`src/rtl/timebase_ctrl_if.sv`:
```
// ---------------------------------------------------------------------------
// timebase_ctrl_if : command handshake channel into the stopwatch timebase
// Rev 1.0
// ---------------------------------------------------------------------------
`default_nettype none

interface timebase_ctrl_if;
  logic       cmd_valid;
  logic [1:0] cmd_op;
  logic       cmd_ready;

  modport master (output cmd_valid, output cmd_op, input  cmd_ready);
  modport slave  (input  cmd_valid, input  cmd_op, output cmd_ready);
endinterface

`default_nettype wire

```
`src/rtl/timebase_ctrl.sv`:
```
// ---------------------------------------------------------------------------
// timebase_ctrl : run/pause/clear sequencer with tick and display-scan enables
// Rev 1.0
// ---------------------------------------------------------------------------
`default_nettype none

module timebase_ctrl #(
  parameter int CLK_HZ   = 50000000,
  parameter int TICK_HZ  = 1000,
  parameter int SCAN_DIV = 4,
  parameter int DIGITS   = 4
) (
  input  wire logic        clkin,
  input  wire logic        rst_n,
  timebase_ctrl_if.slave   cmd,
  output logic             tick,
  output logic             running,
  output logic [15:0]      elapsed,
  output logic             ovf,
  output logic             scan_en,
  output logic [1:0]       scan_sel
);

  localparam int DIV = CLK_HZ / TICK_HZ;
  localparam int RPW = $clog2(DIV);
  localparam int SPW = $clog2(SCAN_DIV) + 1;

  localparam logic [RPW-1:0] c_RP_INIT  = RPW'(DIV - 1);
  localparam logic [SPW-1:0] c_SP_INIT  = SPW'(SCAN_DIV - 1);
  localparam logic [1:0]     c_SEL_LAST = 2'(DIGITS - 1);

  localparam logic [1:0] c_IDLE     = 2'd0;
  localparam logic [1:0] c_RUN      = 2'd1;
  localparam logic [1:0] c_PAUSED   = 2'd2;
  localparam logic [1:0] c_CLEARING = 2'd3;

  generate
    if (DIV < 2) begin : g_div_check
      $error("timebase_ctrl: CLK_HZ/TICK_HZ must be at least 2");
    end
    if (SCAN_DIV < 1) begin : g_scan_check
      $error("timebase_ctrl: SCAN_DIV must be at least 1");
    end
    if (DIGITS < 2 || DIGITS > 4) begin : g_digits_check
      $error("timebase_ctrl: DIGITS must be in 2..4");
    end
  endgenerate

  logic [1:0]     r_state;
  logic [1:0]     w_state_nxt;
  logic [RPW-1:0] r_rp;
  logic [SPW-1:0] r_sp;
  logic           r_tick;
  logic           r_running;
  logic [15:0]    r_elapsed;
  logic           r_ovf;
  logic           r_scan_en;
  logic [1:0]     r_scan_sel;

  logic w_ready;
  logic w_acc;
  logic w_start;
  logic w_stop;
  logic w_clear;
  logic w_rp_zero;

  assign w_ready   = (r_state != c_CLEARING);
  assign w_acc     = cmd.cmd_valid && w_ready;
  assign w_start   = w_acc && (cmd.cmd_op == 2'b01);
  assign w_stop    = w_acc && (cmd.cmd_op == 2'b10);
  assign w_clear   = w_acc && (cmd.cmd_op == 2'b11);
  assign w_rp_zero = (r_rp == '0);

  always_comb begin
    w_state_nxt = r_state;
    case (r_state)
      c_IDLE, c_PAUSED: begin
        if (w_clear)      w_state_nxt = c_CLEARING;
        else if (w_start) w_state_nxt = c_RUN;
      end
      c_RUN: begin
        if (w_clear)      w_state_nxt = c_CLEARING;
        else if (w_stop)  w_state_nxt = c_PAUSED;
      end
      c_CLEARING:         w_state_nxt = c_IDLE;
      default:            w_state_nxt = c_IDLE;
    endcase
  end

  // A CLEAR accepted on the terminal-count edge suppresses that edge's tick.
  always_ff @(posedge clkin or negedge rst_n) begin
    if (!rst_n) begin
      r_state   <= c_IDLE;
      r_rp      <= c_RP_INIT;
      r_tick    <= 1'b0;
      r_running <= 1'b0;
      r_elapsed <= 16'd0;
      r_ovf     <= 1'b0;
    end else begin
      r_state   <= w_state_nxt;
      r_running <= (r_state == c_RUN);
      r_tick    <= (r_state == c_RUN) && w_rp_zero && !w_clear;
      if (w_clear) begin
        r_elapsed <= 16'd0;
        r_ovf     <= 1'b0;
        r_rp      <= c_RP_INIT;
      end else if (r_state == c_RUN) begin
        if (w_rp_zero) begin
          r_rp      <= c_RP_INIT;
          r_elapsed <= r_elapsed + 16'd1;
          if (r_elapsed == 16'hFFFF) r_ovf <= 1'b1;
        end else begin
          r_rp <= r_rp - RPW'(1);
        end
      end
    end
  end

  // Scan prescaler free-runs in every state so the display never stalls.
  always_ff @(posedge clkin or negedge rst_n) begin
    if (!rst_n) begin
      r_sp       <= c_SP_INIT;
      r_scan_en  <= 1'b0;
      r_scan_sel <= 2'd0;
    end else if (r_sp == '0) begin
      r_sp       <= c_SP_INIT;
      r_scan_en  <= 1'b1;
      r_scan_sel <= (r_scan_sel == c_SEL_LAST) ? 2'd0 : r_scan_sel + 2'd1;
    end else begin
      r_sp       <= r_sp - SPW'(1);
      r_scan_en  <= 1'b0;
    end
  end

  assign cmd.cmd_ready = w_ready;
  assign tick          = r_tick;
  assign running       = r_running;
  assign elapsed       = r_elapsed;
  assign ovf           = r_ovf;
  assign scan_en       = r_scan_en;
  assign scan_sel      = r_scan_sel;

endmodule

`default_nettype wire

```
`src/flat_wrapper.sv`:
```
// flat-port wrapper written by rule: the top's interface ports become plain ports
module timebase_ctrl_flat 
#(
  parameter int CLK_HZ   = 50000000,
  parameter int TICK_HZ  = 1000,
  parameter int SCAN_DIV = 4,
  parameter int DIGITS   = 4
)
  (clkin, rst_n, tick, running, elapsed, ovf, scan_en, scan_sel, cmd_cmd_valid, cmd_cmd_op, cmd_cmd_ready);
  timebase_ctrl_if cmd_i ();
  input  wire logic clkin;
  input  wire logic rst_n;
  output logic tick;
  output logic running;
  output logic [15:0] elapsed;
  output logic ovf;
  output logic scan_en;
  output logic [1:0] scan_sel;
  input wire logic [$bits(cmd_i.cmd_valid)-1:0] cmd_cmd_valid;
  input wire logic [$bits(cmd_i.cmd_op)-1:0] cmd_cmd_op;
  output wire logic [$bits(cmd_i.cmd_ready)-1:0] cmd_cmd_ready;
  assign cmd_i.cmd_valid = cmd_cmd_valid;
  assign cmd_i.cmd_op = cmd_cmd_op;
  assign cmd_cmd_ready = cmd_i.cmd_ready;
  timebase_ctrl #(.CLK_HZ(CLK_HZ), .TICK_HZ(TICK_HZ), .SCAN_DIV(SCAN_DIV), .DIGITS(DIGITS)) u_core (.clkin(clkin), .rst_n(rst_n), .cmd(cmd_i), .tick(tick), .running(running), .elapsed(elapsed), .ovf(ovf), .scan_en(scan_en), .scan_sel(scan_sel));
endmodule
```
`config.mk`:
```
export PLATFORM = sky130hd
export DESIGN_NAME = timebase_ctrl_flat
export DESIGN_NICKNAME = d
export VERILOG_FILES = /design/src/rtl/timebase_ctrl_if.sv /design/src/rtl/timebase_ctrl.sv /design/src/flat_wrapper.sv
export SDC_FILE = /design/constraint.sdc
export NUM_CORES = 1
export LEC_CHECK = 0
export BUFFER_PORTS_ARGS = -buffer_cell sky130_fd_sc_hd__buf_2
export CORE_ASPECT_RATIO = 1.1
export CORE_MARGIN = 3
export CORE_UTILIZATION = 60
export DETAILED_ROUTE_END_ITERATION = 7
export PLACE_DENSITY_LB_ADDON = 0.15
export SLEW_MARGIN = 25
export SYNTH_ARGS = -nofsm -noshare
export SYNTH_HDL_FRONTEND = slang
export SYNTH_SLANG_ARGS = --single-unit
```
`constraint.sdc`:
```
create_clock -name clkin -period 2.68 [get_ports clkin]
set_input_delay 0.402 -clock clkin [delete_from_list [all_inputs] [get_ports clkin]]
set_output_delay 0.402 -clock clkin [all_outputs]
set_load 0.01 [all_outputs]
```
==> results_dict.tcl, run 1 <==
set metrics [dict create \
    io_pins 28 \
    cts_root_buf "clkbuf_4" \
    period_share_pct 85.2 \
    numCtsBuffers 5 \
    max_cap_viol_count 0 \
    min_period_ns 2.28 \
    rsz0062_at_grt "no" \
    seq_area_frac_synth_pct 47.6 \
    core_area_mm2 0.00350 \
    insertion_delay_ns 0.36 \
    worst_setup_path_end_kind "flip-flop" \
    gr-usage-all-layers_pct 21.4 \
    grt_pass1_vias 1751 \
    clk_pin_slew_ns 0.11 \
    max_slew_margin_pct 38.7 \
    cts_resized 0 \
    worst_path_max_delay_cell "or4_1" \
    antenna_found_initial 0 \
    max-vdd-ir-drop_v 0.000606 \
    worst_slack_ns 0.397 \
    setup_viol 0 \
    grt_overflow 0 \
    register_area_mm2 0.00109 \
    hold_ws_ns 0.168 \
    rows 22 \
    avgSynthCellArea_um2 10.1 \
    place_congestion 0.780 \
    syn_area_mm2 0.00229 \
    p_seq_share_pct 54.6 \
    start_util_pct 65.5 \
    cts_tree "built" \
    ant_nets 0 \
    skew_ns 0.00769 \
    die_h_um 70.8 \
    first_pass_iters 5 \
    cts_hold_buf 0 \
    drive_above_1_share_pct 23.7 \
    wl_per_cell_um 15.0 \
    drt-total-wl_um 4580 \
    synthArstFlopShare_pct 100 \
    switching_share_pct 31.1 \
    clk_path_buf_depth 2 \
    area.growth.synth_to_final_pct 11.4 \
    io_buffers 27 \
    fmax_ghz 0.438 \
    worstPathCellList "nor4_4 > nand3_2 > or4_1 > a21oi_1" \
    drc 0 \
    synth_edf_count 0 \
    drv_slew 0 \
    ys_seq_elements 43 \
    cts-htree-levels 2 \
    finalHoldViolations 0 \
    worstPathMaxFanout 31 \
    pwr-share-clk_pct 24.5 \
    die_area_mm2 0.00459 \
    finalSetupTns_ns 0 \
    fillers 277 \
    syn_inst 226 \
    yosysTopAreaCellShare_pct 35.0 \
    p_comb_share_pct 20.9 \
    grt_pass1_wl_um 7780 \
    die_w_um 64.9 \
    cts_setup_buffers 0 \
    slowest_delay_ns 0.64 \
    multi_input_area_mm2 0.00112 \
    yosysTopAreaCell "dfrtp_1" \
    dpl_worst_slack_ns 0.427 \
    tightest_slew_ns 0.919 \
    layout.nets 267 \
    synth_cell_types 44 \
    synth_nets 237 \
    critPathLaunchType "flip-flop" \
    n_antenna_cell 0 \
    cts.sinks 43 \
    num_vias 1873 \
    reg2reg_slack_ns 0.40 \
    vias_per_cell 6.14 \
    intPower_mw 0.992 \
    hpwlAfterDp_um 3190 \
    yosys_warnings 0 \
    leakage_nw 1.11 \
    crit_type "flip-flop to flip-flop" \
    drtIter0Drc 130 \
    p_per_area_mw_per_mm2 564 \
    status "completed" \
    critical_path_required_ns 2.96 \
    crit_arrival_ns 2.57 \
    yosys.cell_count.top_type "dfrtp_1" \
    synthFlopType "dfrtp_1" \
    synth_area_leaders "dfrtp_1 35%, dfstp_2 13%, o31ai_1 4.3%, or4_1 4.3%, a21oi_1 3.7%" \
    netSwitchingPower_mw 0.447 \
    power.total_mw 1.44 \
    worstHoldPathType "input pin to async pin" \
    grt_max_degree 44 \
    synth_commonest_cells "32 x dfrtp_1, 17 x a21oi_1, 14 x nand2_1, 14 x nor2_1" \
]
==> flip-flops by register name, indices dropped and copies added, names as in the netlist <==
register and flops:
u_core.elapsed 16, u_core.ovf 1, u_core.r_rp 16, u_core.r_sp 3
u_core.r_state 2, u_core.running 1, u_core.scan_en 1, u_core.scan_sel 2
u_core.tick 1
==> critical path: cells and delay by family, from the launching register on <==
kind	cells	cell delay, ns
and+or+nand+nor	3	1.59
AOI/OAI and AO/OA	1	0.16
DFF	1	0.44
==> cell type report <==
| cell class | count | area share, % |
|---|---|---|
| clock buffer | 8 | 2.70 |
| sequential | 43 | 42.7 |
| inverter | 9 | 1.32 |
| multi-input combinational | 164 | 43.8 |
| timing repair buffer | 33 | 7.06 |
| tap | 48 | 2.35 |
==> kinds of logic after synthesis <==
family                   synth area share [%]
XOR/XNOR                                 2.68
adder cells (fa/ha/maj)                  3.28
flip-flops                               47.6
AO/OA/AOI/OAI                            15.5
AND/OR/NAND/NOR                          25.4
buffers and inverters                    3.55
multiplexers                             1.97
==> per-stage QoR <==
step,cells,util [%],instance area [um2]
after floorplan,226,-,2290
after global placement,297,71.0,2480
after detailed placement,297,71.0,2480
after CTS,305,73.0,2550
after global routing,305,73.0,2550
final,305,73.0,2550
==> worst paths after layout <==
| kind | startpoint | end | cells after the start |
|---|---|---|---|
| setup reg to reg | u_core.r_rp[7]$_DFFE_PN0P_ | u_core.elapsed[4]$_DFFE_PN0P_ | 4 |
| hold / removal | rst_n | u_core.elapsed[0]$_DFFE_PN0P_ | 1 |
| min in group clkin | cmd_cmd_op[1] | u_core.r_state[1]$_DFFE_PN0P_ | 3 |
| setup / recovery | u_core.r_rp[7]$_DFFE_PN0P_ | u_core.elapsed[4]$_DFFE_PN0P_ | 4 |
| hold reg to reg | u_core.r_sp[0]$_DFF_PN1_ | u_core.r_sp[0]$_DFF_PN1_ | 1 |
| max in group asynchronous | rst_n | u_core.r_rp[13]$_DFFE_PN0P_ | 1 |
==> power groups by stage <==
stage	sequential, mW	combinational, mW	clock, mW
finish	0.786	0.301	0.353
global route	0.795	0.333	0.388
CTS	0.785	0.303	0.362
detailed placement	0.797	0.301	0
global placement	0.796	0.292	0
floorplan	0.792	0.198	0
==> routing by layer <==
layer  vias up  GRT usage (%)  routed length, um
met4         0           8.45                 73
met2        31           35.2               2230
met3         7           4.76                159
li1        923              -                  -
met5         -              0                  0
met1       912           27.4               2120
==> cell usage in the layout, fill, tap and decap left out, types with 2 or more instances in the layout <==
| master | synthesis | layout |
|---|---|---|
| buf_2 | 2 | 27 |
| nor2_1 | 14 | 14 |
| or3_1 | 4 | 4 |
| nor4_1 | 2 | 2 |
| o21a_1 | 3 | 3 |
| clkbuf_8 | 0 | 2 |
| and3_1 | 4 | 4 |
| buf_4 | 0 | 6 |
| dfstp_2 | 11 | 11 |
| xor2_1 | 5 | 5 |
| o41ai_1 | 2 | 2 |
| or4_1 | 13 | 13 |
| mux2_2 | 4 | 4 |
| nand3_1 | 10 | 10 |
| nor3_1 | 2 | 2 |
| nand4b_1 | 2 | 2 |
| a21oi_1 | 17 | 17 |
| and4_1 | 5 | 5 |
| nor2b_1 | 3 | 3 |
| o31ai_1 | 13 | 13 |
| inv_1 | 9 | 9 |
| ha_1 | 6 | 6 |
| a31oi_1 | 5 | 5 |
| nand4_1 | 7 | 7 |
| nand2_1 | 14 | 14 |
| clkbuf_4 | 0 | 5 |
| dfrtp_1 | 32 | 32 |
| nor4_4 | 2 | 2 |
| o21ai_0 | 8 | 8 |
| o211ai_1 | 3 | 3 |
| xnor2_1 | 2 | 2 |
Power figures use the tool's default switching activity.
==> inputs of run 2 (changes only) <==
SETUP_SLACK_MARGIN = 0.5   (was default)
==> run 2 against run 1 <==
Effect of this change:
- worst setup slack improved by 0.25 ns
- routed wire length is 0.17% higher
- largest cell class unchanged
- first-iteration DRC count rose by 22%
- non-clock buffer count grew 5
==> results_dict.tcl, run 2 (synthesis gave the netlist of run 1 again) <==
set metrics [dict create \
    status "completed" \
    insertion_delay_ns 0.35 \
    n_antenna_cell 0 \
    clk_path_buf_depth 2 \
    drive_above_1_share_pct 25.2 \
    rr_worst_depth 4 \
    worstHoldPathType "input pin to async pin" \
    clk_pin_slew_ns 0.12 \
    numCtsBuffers 5 \
    worst_setup_path_end_kind "flip-flop" \
    multi_input_area_mm2 0.00113 \
    drc 0 \
    crit_type "flip-flop to flip-flop" \
    cts_hold_buf 0 \
    drv_slew 0 \
    tightest_slew_ns 0.917 \
    max_cap_viol_count 0 \
    finalHoldViolations 0 \
    layout.nets 272 \
    rows 22 \
    skew_ns 0.00810 \
    first_pass_iters 4 \
    wl_per_cell_um 14.8 \
    cts_root_buf "clkbuf_4" \
    p_per_area_mw_per_mm2 556 \
    worstSetupStartpoint "u_core.r_rp[10]$_DFFE_PN0P_" \
    hold_ws_ns 0.178 \
    finalSetupTns_ns 0 \
    pwr-share-clk_pct 24.2 \
    cts.sinks 43 \
    grt_max_degree 44 \
    die_w_um 64.9 \
    crit_arrival_ns 2.32 \
    switching_share_pct 30.9 \
    fillers 270 \
    critPathLaunchType "flip-flop" \
    place_congestion 0.780 \
    max-vdd-ir-drop_v 0.000606 \
    vias_per_cell 6.00 \
    fin_util_pct 74.3 \
    min_period_ns 2.04 \
    gr-usage-all-layers_pct 21.5 \
    netSwitchingPower_mw 0.445 \
    final_common_cell "dfrtp_1" \
    intPower_mw 0.997 \
    reg2reg_slack_ns 0.64 \
    p_comb_share_pct 21.3 \
    critical_path_required_ns 2.96 \
    register_area_mm2 0.00109 \
    cts_tree "built" \
    timing.rr.start "u_core.r_rp[10]$_DFFE_PN0P_" \
    fmax_ghz 0.491 \
    grt_overflow 0 \
    max_slew_margin_pct 38.8 \
    antenna_found_initial 0 \
    ant_nets 0 \
    die_area_mm2 0.00459 \
    cp-endpoint "u_core.elapsed[15]$_DFFE_PN0P_" \
    r2r-end "u_core.elapsed[15]$_DFFE_PN0P_" \
    setup_viol 0 \
    io_buffers 27 \
    grt_pass1_vias 1780 \
    leakage_nw 1.14 \
    core_area_mm2 0.00350 \
    grt_pass1_wl_um 7810 \
    die_h_um 70.8 \
    p_seq_share_pct 54.5 \
    drtIter0Drc 159 \
    hpwlAfterDp_um 3190 \
    area.growth.synth_to_final_pct 13.4 \
    io_pins 28 \
    drt-total-wl_um 4580 \
    final_cell_mix "32 x dfrtp_1, 27 x buf_2, 17 x a21oi_1" \
    rsz0062_at_grt "no" \
    worstPathMaxFanout 31 \
    num_vias 1861 \
    period_share_pct 76.0 \
    cts-htree-levels 2 \
    start_util_pct 65.5 \
]
## run 2: worst min path at each step
| stage | startpoint | end | slack, ns | cells past startpoint |
|---|---|---|---|---|
| floorplan | rst_n | u_core.elapsed[0]$_DFFE_PN0P_ | 0.11 | 0 |
| global placement | u_core.r_sp[0]$_DFF_PN1_ | u_core.r_sp[0]$_DFF_PN1_ | 0.44 | 1 |
| detailed placement | u_core.r_sp[0]$_DFF_PN1_ | u_core.r_sp[0]$_DFF_PN1_ | 0.45 | 1 |
| CTS | rst_n | u_core.elapsed[15]$_DFFE_PN0P_ | 0.19 | 1 |
| global route | rst_n | u_core.elapsed[15]$_DFFE_PN0P_ | 0.22 | 1 |
| finish | rst_n | u_core.elapsed[0]$_DFFE_PN0P_ | 0.18 | 1 |
## run 2: per-stage QoR
stage	cells	power, mW	setup WS [ns]	area (um2)
after floorplan	226	0.990	0.878	2290
after global placement	297	1.09	0.445	2480
after detailed placement	297	1.10	0.427	2480
after CTS	307	1.45	0.512	2570
after global routing	310	1.52	0.510	2600
final	310	1.44	0.644	2600
## run 2: what timing repair did
item,CTS,global route
gates resized for setup,1,0
buffers inserted,2,3
pin swaps,1,4
endpoints found under the setup margin,13,9
## run 2: power by group through the flow
stage	clock (mW)	sequential (mW)	combinational [mW]
2_1_floorplan	0	0.792	0.198
3_3_place_gp	0	0.796	0.292
3_5_place_dp	0	0.797	0.301
4_1_cts	0.362	0.785	0.303
5_1_grt	0.388	0.795	0.340
6_report	0.349	0.786	0.307
## run 2: critical path, cell delays in order, from the launching register on
cell and delay, ns:
dfrtp_1 0.45, nor3_2 0.42, nand3_4 0.34, or4_1 0.59
a21oi_1 0.16
## run 2: layout make-up
cell class	instances	share of cell area [%]
Inverter	9	1.30
Multi-Input combinational cell	164	43.4
Timing Repair Buffer	38	8.39
Sequential cell	43	42.0
Tap cell	48	2.31
Clock buffer	8	2.65
## run 2: per-layer routing
metal | global-route usage [%] | vias up | share of wire, %
li1 | - | 930 | -
met2 | 35.6 | 33 | 48
met5 | 0 | - | 0
met1 | 27.3 | 894 | 47
met3 | 4.76 | 4 | 3.5
met4 | 8.45 | 0 | 0.98
==> inputs of run 3 (changes only) <==
CORE_UTILIZATION = 52   (was 60)
clock period = 1.65 ns   (was 2.68 ns; I/O delays follow)
==> run 3 against run 2 <==
Effect of this change:
- the flow now finishes with violations (setup timing)
- sequential cell count did not move
- routed wire length rose by 110%
- design area rose by 43%
- die area rose by 14%
- highest routed layer unchanged
- clock power rose by 99%
- sequential share of layout area fell by 13 points
- final cell count rose by 24%
- first-iteration DRC count rose to 3.1 times the previous value
==> results_dict.tcl, run 3 (synthesis gave the netlist of run 1 again) <==
set metrics [dict create \
    fillers 150 \
    n_antenna_cell 0 \
    rr_worst_depth 7 \
    period_share_pct 126 \
    timing.rr.start "u_core.r_rp[0]$_DFFE_PN1P_" \
    drtIter0Drc 500 \
    die_area_mm2 0.00524 \
    cts_tree "built" \
    reg2reg_slack_ns -0.43 \
    p_comb_share_pct 40.2 \
    grt_pass1_vias 2366 \
    clk_pin_slew_ns 0.09 \
    tightest_slew_ns 0.430 \
    hpwlAfterDp_um 4000 \
    die_w_um 69.3 \
    cts_root_buf "clkbuf_8" \
    start_util_pct 55.7 \
    multi_input_area_mm2 0.00147 \
    path_buf_inv 2 \
    register_area_mm2 0.00109 \
    dp.cells 346 \
    place_congestion 0.808 \
    status "complete, but fails checks" \
    p_per_area_mw_per_mm2 888 \
    cp_top_family "simple AND/OR/NAND/NOR gates" \
    worstHoldPathType "input pin to flip-flop" \
    fmax_ghz 0.481 \
    cts-htree-levels 2 \
    grt_pass1_wl_um 11800 \
    pwr-share-clk_pct 21.0 \
    min_period_ns 2.08 \
    drive_above_1_share_pct 59.2 \
    finalHoldViolations 0 \
    worst_slack_ns -0.430 \
    rsz0062_at_grt "yes" \
    worstPathMaxFanout 5 \
    area.growth.synth_to_final_pct 62.5 \
    dpl_cell_area_mm2 0.00289 \
    die_h_um 75.6 \
    worst_setup_path_end_kind "flip-flop" \
    violations "setup timing" \
    drt-total-wl_um 9440 \
    setup_viol 33 \
    worstSetupStartpoint "u_core.r_rp[0]$_DFFE_PN1P_" \
    r2r-end "u_core.elapsed[8]$_DFFE_PN0P_" \
    max-vdd-ir-drop_v 0.000755 \
    crit_arrival_ns 2.30 \
    power.total_mw 3.30 \
    critical_path_required_ns 1.87 \
    cp-endpoint "u_core.elapsed[8]$_DFFE_PN0P_" \
    crit_type "flip-flop to flip-flop" \
    rows 24 \
    numCtsBuffers 5 \
    grt_max_degree 32 \
    finalSetupTns_ns -7.59 \
    drv_slew 0 \
    final_common_cell "buf_4" \
    critPathLaunchType "flip-flop" \
    clk_path_buf_depth 2 \
    worst_path_max_delay_cell "or4_1" \
    drc 0 \
    num_vias 2624 \
    insertion_delay_ns 0.31 \
    leakage_nw 1.60 \
    core_area_mm2 0.00411 \
    max_cap_viol_count 0 \
    vias_per_cell 6.82 \
    slowest_delay_ns 0.49 \
    netSwitchingPower_mw 1.16 \
    final_area_mm2 0.00372 \
    skew_ns 0.0121 \
    switching_share_pct 35.0 \
    antenna_found_initial 0 \
    dpl_worst_slack_ns -0.164 \
    layout.nets 343 \
    io_buffers 27 \
    intPower_mw 2.15 \
    grt_overflow 0 \
    cts.sinks 43 \
    worstPathCellList "inv_2 > ha_4 > nor4b_4 > nand4_1 > buf_6 > or4_1 > a21oi_1" \
    io_pins 28 \
    max_slew_margin_pct 71.3 \
    wl_per_cell_um 24.5 \
    first_pass_iters 5 \
    ant_nets 0 \
    gr-usage-all-layers_pct 28.8 \
    final_cell_mix "48 x buf_4, 41 x buf_6, 30 x dfrtp_1" \
    p_seq_share_pct 38.8 \
    crit_cells 7 \
    final_cells 385 \
]
-- run 3: worst min path at each step --
stage               slack, ns  depth (start not counted)     startpoint                       endpoint
global route             0.25                          3  cmd_cmd_op[1]  u_core.r_state[1]$_DFFE_PN0P_
floorplan               -0.05                          0          rst_n  u_core.elapsed[0]$_DFFE_PN0P_
global placement         0.20                          1          rst_n       u_core.r_sp[2]$_DFF_PN0_
finish                   0.24                          3  cmd_cmd_op[1]  u_core.r_state[1]$_DFFE_PN0P_
detailed placement       0.20                          1          rst_n       u_core.r_sp[2]$_DFF_PN0_
CTS                      0.22                          3  cmd_cmd_op[1]  u_core.r_state[1]$_DFFE_PN0P_
-- run 3: worst reg2reg max path: stages (launching register included) --
cell     delay [ns]
dfstp_2        0.39
inv_2          0.10
ha_4           0.14
nor4b_4        0.28
nand4_1        0.20
buf_6          0.18
or4_1          0.49
a21oi_1        0.21
-- run 3: final cells by class --
cell class | count | area share (%)
Timing Repair Buffer | 109 | 26.1
Sequential cell | 43 | 29.4
Clock buffer | 6 | 1.95
Tap cell | 52 | 1.75
Inverter | 9 | 1.04
Multi-Input combinational cell | 164 | 39.4
Clock inverter | 2 | 0.336
-- run 3: power groups by stage --
stage / clock network (mW) / registers [mW] / logic [mW]
finish: 0.695 / 1.28 / 1.33
CTS: 0.676 / 1.26 / 1.11
floorplan: 0 / 1.29 / 0.329
detailed placement: 0 / 1.27 / 0.733
global placement: 0 / 1.27 / 0.719
global route: 0.723 / 1.29 / 1.42
-- run 3: stage by stage --
stage / hold WS, ns / utilization (%)
after global placement: 0.197 / 70.1
after CTS: 0.221 / 84.1
after floorplan: -0.0481 / -
after detailed placement: 0.199 / 70.1
final: 0.238 / 90.4
after global routing: 0.252 / 90.4
-- run 3: per-layer routing --
metal  GRT usage (%)  wire [um]  vias up
met3            5.15        661       84
met1            32.7       3370     1259
met2            53.9       4680      211
met4            12.8        726        0
met5               0          0        -
li1                -          -     1070
-- run 3: timing repair --
action                                 CTS  global route
setup endpoints to repair               48            53
gates cloned                             1             0
pin swaps                               23            14
setup buffers                           20             9
endpoints found under the hold margin   14             0
resized for setup                       71            44
hold buffers                             1             0
